$ cat src/rtl/hazard_unit.sv
// -----------------------------------------------------------------------------
// hazard_unit
//
// Pipeline hazard controller for a 5-stage in-order pipeline. Decides, every
// cycle, which pipeline registers load and which get a bubble, based on
// load-use and branch-operand dependencies, instruction-fetch misses, data
// memory misses and the halt instruction.
//
// A small registered FSM tracks the global pipeline mode:
//   RUN    (0) : normal operation, stage controls follow the hazard rules
//   DWAIT  (1) : waiting for a data-memory access to complete, full freeze
//   HALTED (2) : pipeline permanently stopped until reset
// All stage controls are combinational in the FSM state and the inputs.
//
// Optional feature (macro HAZARD_PERF_EN): two wrapping performance counters,
// stall_cnt (cycles with the PC held, outside HALTED) and flush_cnt (IF/ID
// flushes caused by a taken branch). When the macro is undefined, the counter
// registers are absent and both counter outputs are tied to zero.
//
// Ports
//   CLK, RST                 clock, synchronous active-high reset
//   ihit, dhit               instruction fetch returned / data access done
//   id_rs, id_rt, id_uses_rt ID-stage source registers, rt-used flag
//   id_is_branch             ID holds a branch/jr resolved in ID
//   ex_rd, ex_memRead,
//   ex_regWr                 EX-stage destination, load flag, write flag
//   mem_rd, mem_memRead,
//   mem_dmemReq              MEM-stage destination, load flag, memory access
//   branch_taken             ID branch resolved taken
//   halt                     halt instruction in MEM
//   pc_en .. memwb_en        pipeline register load enables
//   ifid_flush, idex_flush   bubble insertion into IF/ID, ID/EX
//   halted                   pipeline permanently stopped
//   state                    FSM state (debug)
//   stall_cnt, flush_cnt     performance counters
// -----------------------------------------------------------------------------
module hazard_unit #(
  parameter int REG_W = 5,
  parameter int CNT_W = 32
) (
  input  logic             CLK,
  input  logic             RST,
  input  logic             ihit,
  input  logic             dhit,
  input  logic [REG_W-1:0] id_rs,
  input  logic [REG_W-1:0] id_rt,
  input  logic             id_uses_rt,
  input  logic             id_is_branch,
  input  logic [REG_W-1:0] ex_rd,
  input  logic             ex_memRead,
  input  logic             ex_regWr,
  input  logic [REG_W-1:0] mem_rd,
  input  logic             mem_memRead,
  input  logic             mem_dmemReq,
  input  logic             branch_taken,
  input  logic             halt,
  output logic             pc_en,
  output logic             ifid_en,
  output logic             idex_en,
  output logic             exmem_en,
  output logic             memwb_en,
  output logic             ifid_flush,
  output logic             idex_flush,
  output logic             halted,
  output logic [1:0]       state,
  output logic [CNT_W-1:0] stall_cnt,
  output logic [CNT_W-1:0] flush_cnt
);

  typedef enum logic [1:0] {
    RUN    = 2'd0,
    DWAIT  = 2'd1,
    HALTED = 2'd2
  } state_t;

  state_t cur_state, nxt_state;

  logic ex_match, mem_match;
  logic load_use, br_dep, hazard;
  logic dmiss;
  logic run_rules;

  // Register 0 is hard-wired to zero, so a write to it never creates a
  // dependency. rt only counts when the ID instruction actually reads it.
  assign ex_match  = (ex_rd != '0) &&
                     ((ex_rd == id_rs) || (id_uses_rt && (ex_rd == id_rt)));
  assign mem_match = (mem_rd != '0) &&
                     ((mem_rd == id_rs) || (id_uses_rt && (mem_rd == id_rt)));

  assign load_use = ex_memRead && ex_match;
  // Branches resolve in ID, so they also wait on an ALU result still in EX
  // and on a load still in MEM. A load followed by a dependent branch is
  // caught by load_use in the first cycle and by the MEM term in the second.
  assign br_dep   = id_is_branch &&
                    ((ex_regWr && ex_match) || (mem_memRead && mem_match));
  assign hazard   = load_use || br_dep;
  assign dmiss    = mem_dmemReq && !dhit;

  always_ff @(posedge CLK) begin
    if (RST) cur_state <= RUN;
    else     cur_state <= nxt_state;
  end

  always_comb begin
    nxt_state  = cur_state;
    run_rules  = 1'b0;
    pc_en      = 1'b0;
    ifid_en    = 1'b0;
    idex_en    = 1'b0;
    exmem_en   = 1'b0;
    memwb_en   = 1'b0;
    ifid_flush = 1'b0;
    idex_flush = 1'b0;

    case (cur_state)
      RUN: begin
        if (halt) begin
          nxt_state = HALTED;
          run_rules = 1'b1;
        end else if (dmiss) begin
          // The cycle that detects the miss already freezes everything.
          nxt_state = DWAIT;
        end else begin
          run_rules = 1'b1;
        end
      end
      DWAIT: begin
        // The completing cycle behaves like a normal RUN cycle.
        if (dhit) begin
          nxt_state = RUN;
          run_rules = 1'b1;
        end
      end
      HALTED: nxt_state = HALTED;
      default: nxt_state = RUN;
    endcase

    if (run_rules) begin
      if (hazard) begin
        // Hold PC and IF/ID, bubble into EX; branch_taken is not trusted
        // because the branch operands are not yet available.
        idex_en    = 1'b1;
        idex_flush = 1'b1;
        exmem_en   = 1'b1;
        memwb_en   = 1'b1;
      end else if (branch_taken) begin
        // Redirect fetch and squash the wrong-path instruction, even if
        // the fetch of that instruction has not returned.
        pc_en      = 1'b1;
        ifid_en    = 1'b1;
        idex_en    = 1'b1;
        exmem_en   = 1'b1;
        memwb_en   = 1'b1;
        ifid_flush = 1'b1;
      end else if (!ihit) begin
        ifid_en    = 1'b1;
        idex_en    = 1'b1;
        exmem_en   = 1'b1;
        memwb_en   = 1'b1;
        ifid_flush = 1'b1;
      end else begin
        pc_en      = 1'b1;
        ifid_en    = 1'b1;
        idex_en    = 1'b1;
        exmem_en   = 1'b1;
        memwb_en   = 1'b1;
      end
    end

    if (RST) begin
      pc_en      = 1'b0;
      ifid_en    = 1'b0;
      idex_en    = 1'b0;
      exmem_en   = 1'b0;
      memwb_en   = 1'b0;
      ifid_flush = 1'b0;
      idex_flush = 1'b0;
    end
  end

  assign state  = cur_state;
  assign halted = (cur_state == HALTED);

`ifdef HAZARD_PERF_EN
  logic             stall_inc, flush_inc;
  logic [CNT_W-1:0] stall_q, flush_q;

  assign stall_inc = !RST && !pc_en && (cur_state != HALTED);
  assign flush_inc = !RST && run_rules && !hazard && branch_taken;

  always_ff @(posedge CLK) begin
    if (RST) begin
      stall_q <= '0;
      flush_q <= '0;
    end else begin
      if (stall_inc) stall_q <= stall_q + 1'b1;
      if (flush_inc) flush_q <= flush_q + 1'b1;
    end
  end

  assign stall_cnt = stall_q;
  assign flush_cnt = flush_q;
`else
  assign stall_cnt = '0;
  assign flush_cnt = '0;
`endif

endmodule

$ cat config.mk
export PLATFORM = sky130hd
export DESIGN_NAME = hazard_unit
export DESIGN_NICKNAME = d
export VERILOG_FILES = /design/src/rtl/hazard_unit.sv
export SDC_FILE = /design/constraint.sdc
export NUM_CORES = 1
export LEC_CHECK = 0
export BUFFER_PORTS_ARGS = -buffer_cell sky130_fd_sc_hd__clkbuf_2
export CELL_PAD_IN_SITES_DETAIL_PLACEMENT = 1
export CELL_PAD_IN_SITES_GLOBAL_PLACEMENT = 2
export CORE_MARGIN = 4
export CORE_UTILIZATION = 16
export CTS_CLUSTER_DIAMETER = 40
export DETAILED_ROUTE_END_ITERATION = 8
export PLACE_DENSITY_LB_ADDON = 0.1
export SETUP_SLACK_MARGIN = 0.4
export SLEW_MARGIN = 5
export SYNTH_ARGS = -nofsm -noshare
export SYNTH_HDL_FRONTEND = slang
export SYNTH_SLANG_ARGS = --single-unit
$ cat constraint.sdc
create_clock -name CLK -period 2.6 [get_ports CLK]
set_input_delay 0.26 -clock CLK [delete_from_list [all_inputs] [get_ports CLK]]
set_output_delay 0.26 -clock CLK [all_outputs]
set_load 0.01 [all_outputs]
==> impl_results.md, run 1 <==
* Final core utilization at 18.44%
* Crit path max fanout at 4
* Period utilization at 74.66%
* Fin crit period at 1941 ps
* GRT busiest layer: met2
* Antenna violations before repair at 0
* CTS Buffer Depth at 2
* DR pass1 iterations at 4
* # setup viols final at 0
* First DRT Iteration DRCs at 8
* Crit Path Class: primary input to output pin
* Final Non-Filler Cells at 229
* Max FFs per register at 2
* Layout cells sized above 1 at 28.93%
* Largest cells by area after synthesis: buf_4 (56%), xor2_1 (18%), dfxtp_1 (4.5%), nor3_1 (3.4%), nor2_1 (2.9%)
* Setup Skew at 1.919 ps
* HPWL after DPL at 2228 um
* Hold path depth at 2
* Pre-CTS setup slack at 635.1 ps
* Unrepaired setup endpoints after global routing: false
* GRT Residual Overflow at 0
* PwrDens at 307.1 nW/um^2
* Area of the multi-input gates at 588.1 sq um
* TritonCTS clock tree: yes
* Met2 Usage GRT at 9.215%
* Endpoint, Worst Hold: state[0]
* Number of global-route vias before repair at 654
* Final Hold Vio Count at 0
* Die height at 82.62 um
* Clock Latency Late Sink at 210 ps
* Beginning of the worst register-to-register path: state[0]
* Global routing usage on met1 at 8.290%
* Pwr Total at 0.2966 mW
* Pins Over Slew Limit at 0
* Post-synth top area share at 55.62%
* M3 GR Usage at 1.518%
* Post-CTS Hold Fix Bufs at 0
* Placeable core region at 5238 sq um
* Post-CTS Setup Repair Bufs at 0
* Startpoint types: primary input
* CTS Buf Count at 3
* Final WL at 2350 um
* Avg WL per Cell at 10.26 um
* Vias per inst at 3.000
* H-tree depth at 1
* Worst Hold Class: primary input to flop
* Area after DPL at 924.6 sq um
* Die Wd at 82.62 um
* Synth warn at 0
* Arr. time, crit path at 1680 ps
* Clock Sinks at 2
* Leak at 0.5561 nW
* Dominant cell type by area after synthesis: buf_4
* Initial Util at 17.01%
* Max Clk Rate at 0.5152 GHz
* Synthesized area at 890.9 sq um
* FF/Latch Area at 40.04 sq um
* Post-CTS sizing at 0
* Pin count of the biggest net entering global routing at 6
* Length in cells of the worst reg-to-reg path at 2
* # Max-Cap Violations at 0
* First-pass GRT wire length at 3201 um
* Register area share after synthesis at 4.494%
* VDD IR max at 0.1188 mV
* Post-synth cell types at 19
* Gpl congestion at 0.7737
* I/O Buffers at 41
* #FFs+latches synth at 2
* Worst R2R Setup Slack at 1890 ps
* Sum Neg Setup Slack at 0 ps
* DRC errors left at 0
* Status: finished, final reports clean
* GRT Util Overall at 6.258%
* Root buffer cell: clkbuf_8
* Ant diodes at 0
* Post-DRT Antenna Nets at 0
* Via Count at 687
* Cells after Synth at 118
* Setup ws final at 658.8 ps
* Critical path data required time at 2340 ps
* Rows at 26
* Clock slew seen by the registers of the worst setup and hold paths at 30 ps
* Boundary Pins at 106
* Crit end category: output pin
* Post-route cell area at 965.9 sq um
* Nets at 193
* Hold Path Origin: RST
* Placed Instances at 226
* Fill cell count at 693
* Worst hold slack at 249.7 ps
* RR Endpoint: state[0]
* Syn Area/Cell at 7.550 sq um
* Area delta synth->final at 8.427%
* Die ar. at 6825 sq um
how the worst max path moves through the flow:
stage	depth (start not counted)	end	startpoint
after CTS	7	idex_flush	ex_rd[0]
final	7	idex_flush	ex_rd[4]
after global routing	7	idex_flush	ex_rd[0]
after floorplan	4	ifid_flush	mem_rd[1]
after detailed placement	7	idex_flush	ex_rd[0]
after global placement	7	idex_flush	ex_rd[4]
cell type report:
cell class	instances	area share, %
multi-input combinational	112	60.88
timing repair buffer	41	21.24
tap	70	9.067
clock buffer	3	4.275
sequential	2	4.145
inverter	1	0.3886
worst max-delay path, stage by stage:
cell and delay [ps]:
clkbuf_2 120, xor2_1 170, nor4_2 290, a32oi_1 170, o32ai_2 370, and2_1 170
clkbuf_2 130
kinds of logic after synthesis:
family / count (synthesis) / share of synthesized area (%)
AOI/OAI and AO/OA: 6 / 6.040
xor gates and xnor gates: 20 / 19.66
DFF: 2 / 4.495
other: 1 / 0.4209
and+or+nand+nor: 22 / 13.34
buffers and inverters: 67 / 56.04
placed cells by master (no fill, tap or decap), types with 2 or more instances in the layout:
cell      synthesis  layout
conb_1            1      64
clkbuf_2          0      41
nor2_1            7       7
clkbuf_8          0       3
xor2_1           18      18
dfxtp_1           2       2
or4_1             2       2
nor3_1            6       6
nor2b_1           3       3
xnor2_1           2       2
a32oi_1           2       2
routing by layer:
layer	routed length, um	vias up
met1	939	286
met5	0	-
met4	27	0
met2	997	67
met3	385	2
li1	-	332
where the power goes:
group          internal (mW)  total, mW  switching (mW)
registers             0.0327     0.0346         0.00189
clock network         0.0976      0.119          0.0215
logic                 0.0467      0.143          0.0962
total                  0.177      0.297           0.120
cells in the mapped netlist:
cell type  number
dfxtp_1         2
o21bai_1        1
nor4_1          1
conb_1          1
buf_4          66
nor4_2          1
xor2_1         18
nor2b_1         3
inv_1           1
o211ai_1        1
o32ai_2         1
nor2_1          7
a32oi_1         2
nand2_1         1
and2_1          1
xnor2_1         2
a21oi_1         1
nor3_1          6
or4_1           2
Power figures use the tool's default switching activity.
==> inputs of run 2 (changes only) <==
CORE_UTILIZATION = 13   (was 16)
clock period = 1.67 ns   (was 2.6 ns; I/O delays follow)
==> impl_results.md, run 2 (synthesis results as in run 1) <==
* Status: finished with violations (was finished, final reports clean)
* Failing checks: setup timing
* I/O Buffers at 41 (unchanged)
* Hold path depth at 2 (unchanged)
* Hold Path Origin: RST (unchanged)
* Final Hold Vio Count at 0 (unchanged)
* Vias per inst at 3.138 (was 3.000)
* Via Count at 775 (was 687)
* Met1 WL at 1301 um (was 939 um)
* Unrepaired setup endpoints after global routing: true (was false)
* VDD IR max at 0.3497 mV (was 0.1188 mV)
* Fill cell count at 808 (was 693)
* Avg WL per Cell at 11.48 um (was 10.26 um)
* Setup ws final at -55.86 ps (was 658.8 ps)
* Pwr Total at 0.5207 mW (was 0.2966 mW)
* Most frequent cells in the layout: conb_1 (64), clkbuf_2 (30), xor2_1 (16) (was conb_1 (64), clkbuf_2 (41), xor2_1 (18))
* Area delta synth->final at 32.02% (was 8.427%)
* Pins Over Slew Limit at 0 (unchanged)
* Clock Sinks at 2 (unchanged)
* PwrDens at 442.7 nW/um^2 (was 307.1 nW/um^2)
* Metal2 WL at 1170 um (was 997 um)
* Leak at 0.6356 nW (was 0.5561 nW)
* H-tree depth at 1 (unchanged)
* Critical path data required time at 1500 ps (was 2340 ps)
* Post-route cell area at 1176 sq um (was 965.9 sq um)
* Setup Skew at 3.222 ps (was 1.919 ps)
* Layout cells sized above 1 at 40.59% (was 28.93%)
* CTS Buffer Depth at 2 (unchanged)
* Initial Util at 13.72% (was 17.01%)
* Period utilization at 103.3%
* Clock slew seen by the registers of the worst setup and hold paths at 30 ps (about the same)
* DR pass1 iterations at 4 (unchanged)
* Post-DRT Antenna Nets at 0 (unchanged)
* Die Wd at 90.78 um (was 82.62 um)
* RR Endpoint: state[0] (unchanged)
* Area after DPL at 980.9 sq um (was 924.6 sq um)
* Crit Path Class: primary input to output pin (unchanged)
* Leading cell type in the layout, fill and taps excluded: conb_1 (unchanged)
* Number of global-route vias before repair at 797 (was 654)
* Worst Hold Class: primary input to flop (unchanged)
* Gpl congestion at 0.7152 (was 0.7737)
* Ant diodes at 0 (unchanged)
* First DRT Iteration DRCs at 12 (was 8)
* Worst R2R Setup Slack at 680 ps (was 1890 ps)
* Die ar. at 8241 sq um (was 6825 sq um)
* First-pass GRT wire length at 4195 um (was 3201 um)
* Max Clk Rate at 0.5794 GHz
* Pin count of the biggest net entering global routing at 6 (unchanged)
* Placeable core region at 6495 sq um (was 5238 sq um)
* Uppermost layer routed: met4 (unchanged)
* Rows at 29 (was 26)
* Boundary Pins at 106 (unchanged)
* Final WL at 2836 um (was 2350 um)
* HPWL after DPL at 2492 um (was 2228 um)
* Beginning of the worst register-to-register path: state[0] (unchanged)
* WL met3 at 360 um (was 385 um)
* Clock Latency Late Sink at 210 ps (about the same)
* Crit end category: output pin (unchanged)
* GRT Residual Overflow at 0 (unchanged)
* Endpoint, Worst Hold: state[0] (unchanged)
* Nets at 204 (was 193)
* TritonCTS clock tree: yes (unchanged)
* # setup viols final at 4 (was 0)
* Crit path max fanout at 4 (unchanged)
* Post-CTS Hold Fix Bufs at 0 (unchanged)
* # Max-Cap Violations at 0 (unchanged)
* Length in cells of the worst reg-to-reg path at 5 (was 2)
* Die height at 90.78 um (was 82.62 um)
* Fin crit period at 1726 ps
* Root buffer cell: clkbuf_8 (unchanged)
* Arr. time, crit path at 1560 ps (was 1680 ps)
* GRT Util Overall at 6.242% (was 6.258%)
* Max FFs per register at 2 (unchanged)
* Startpoint types: primary input (unchanged)
* Antenna violations before repair at 0 (unchanged)
* CTS Buf Count at 3 (unchanged)
* DRC errors left at 0 (unchanged)
## run 2: cell count changes in the layout (fill, tap and decap cells not counted), sizes merged
cell / change
buf: +20
clkbuf: -9
## run 2: area by class of cell
class,count,area [sq um],share of cell area [%]
Multi-Input combinational cell,112,645.6,54.89
Inverter,1,3.754,0.3191
Sequential cell,2,45.04,3.830
Timing Repair Buffer,52,344.1,29.26
Tap cell,77,96.34,8.191
Clock buffer,3,41.29,3.511
## run 2: worst max path at each step
stage	from	endpoint	slack (ps)	cells after the start
detailed placement	ex_rd[4]	idex_flush	-120	7
global route	mem_rd[1]	ifid_flush	-140	7
global placement	ex_rd[4]	idex_flush	-100	7
finish	mem_rd[1]	idex_flush	-60	7
floorplan	ex_rd[4]	idex_flush	260	5
CTS	mem_rd[1]	pc_en	-110	7
## run 2: power by group
| group | leakage, nW | total (mW) | switching (mW) | internal, mW |
|---|---|---|---|---|
| clock network | 0.0216 | 0.187 | 0.0350 | 0.152 |
| logic | 0.597 | 0.279 | 0.168 | 0.111 |
| registers | 0.0175 | 0.0544 | 0.00415 | 0.0502 |
## run 2: what timing repair did
| action | 4_1_cts | 5_1_grt |
|---|---|---|
| hold endpoints to repair | 0 | 0 |
| setup endpoints to repair | 7 | 7 |
| pin swaps | 11 | 6 |
| setup buffers | 4 | 2 |
| resized for setup | 12 | 20 |
## run 2: layer usage
layer	up-vias	track usage, %
met5	-	0
met4	0	1.131
met1	339	8.499
met3	2	2.667
li1	353	-
met2	81	9.203
## run 2: critical path, cell delays in order
cell	delay [ps]
buf_6	90
or4_4	530
o211ai_1	240
o32ai_2	100
buf_4	160
and2_4	150
buf_6	110
## run 2: stage by stage
step                cells  utilization (%)  setup slack [ps]  setup TNS (ps)  hold slack (ps)
floorplan             181                -             265.0               0            243.8
global placement      238            15.10            -97.22          -248.0            374.2
detailed placement    238            15.10            -115.9          -330.9            371.5
CTS                   245            16.97            -111.3          -386.2            141.8
global route          247            18.11            -143.3          -539.1            192.9
finish                247            18.11            -55.86          -158.9            187.2
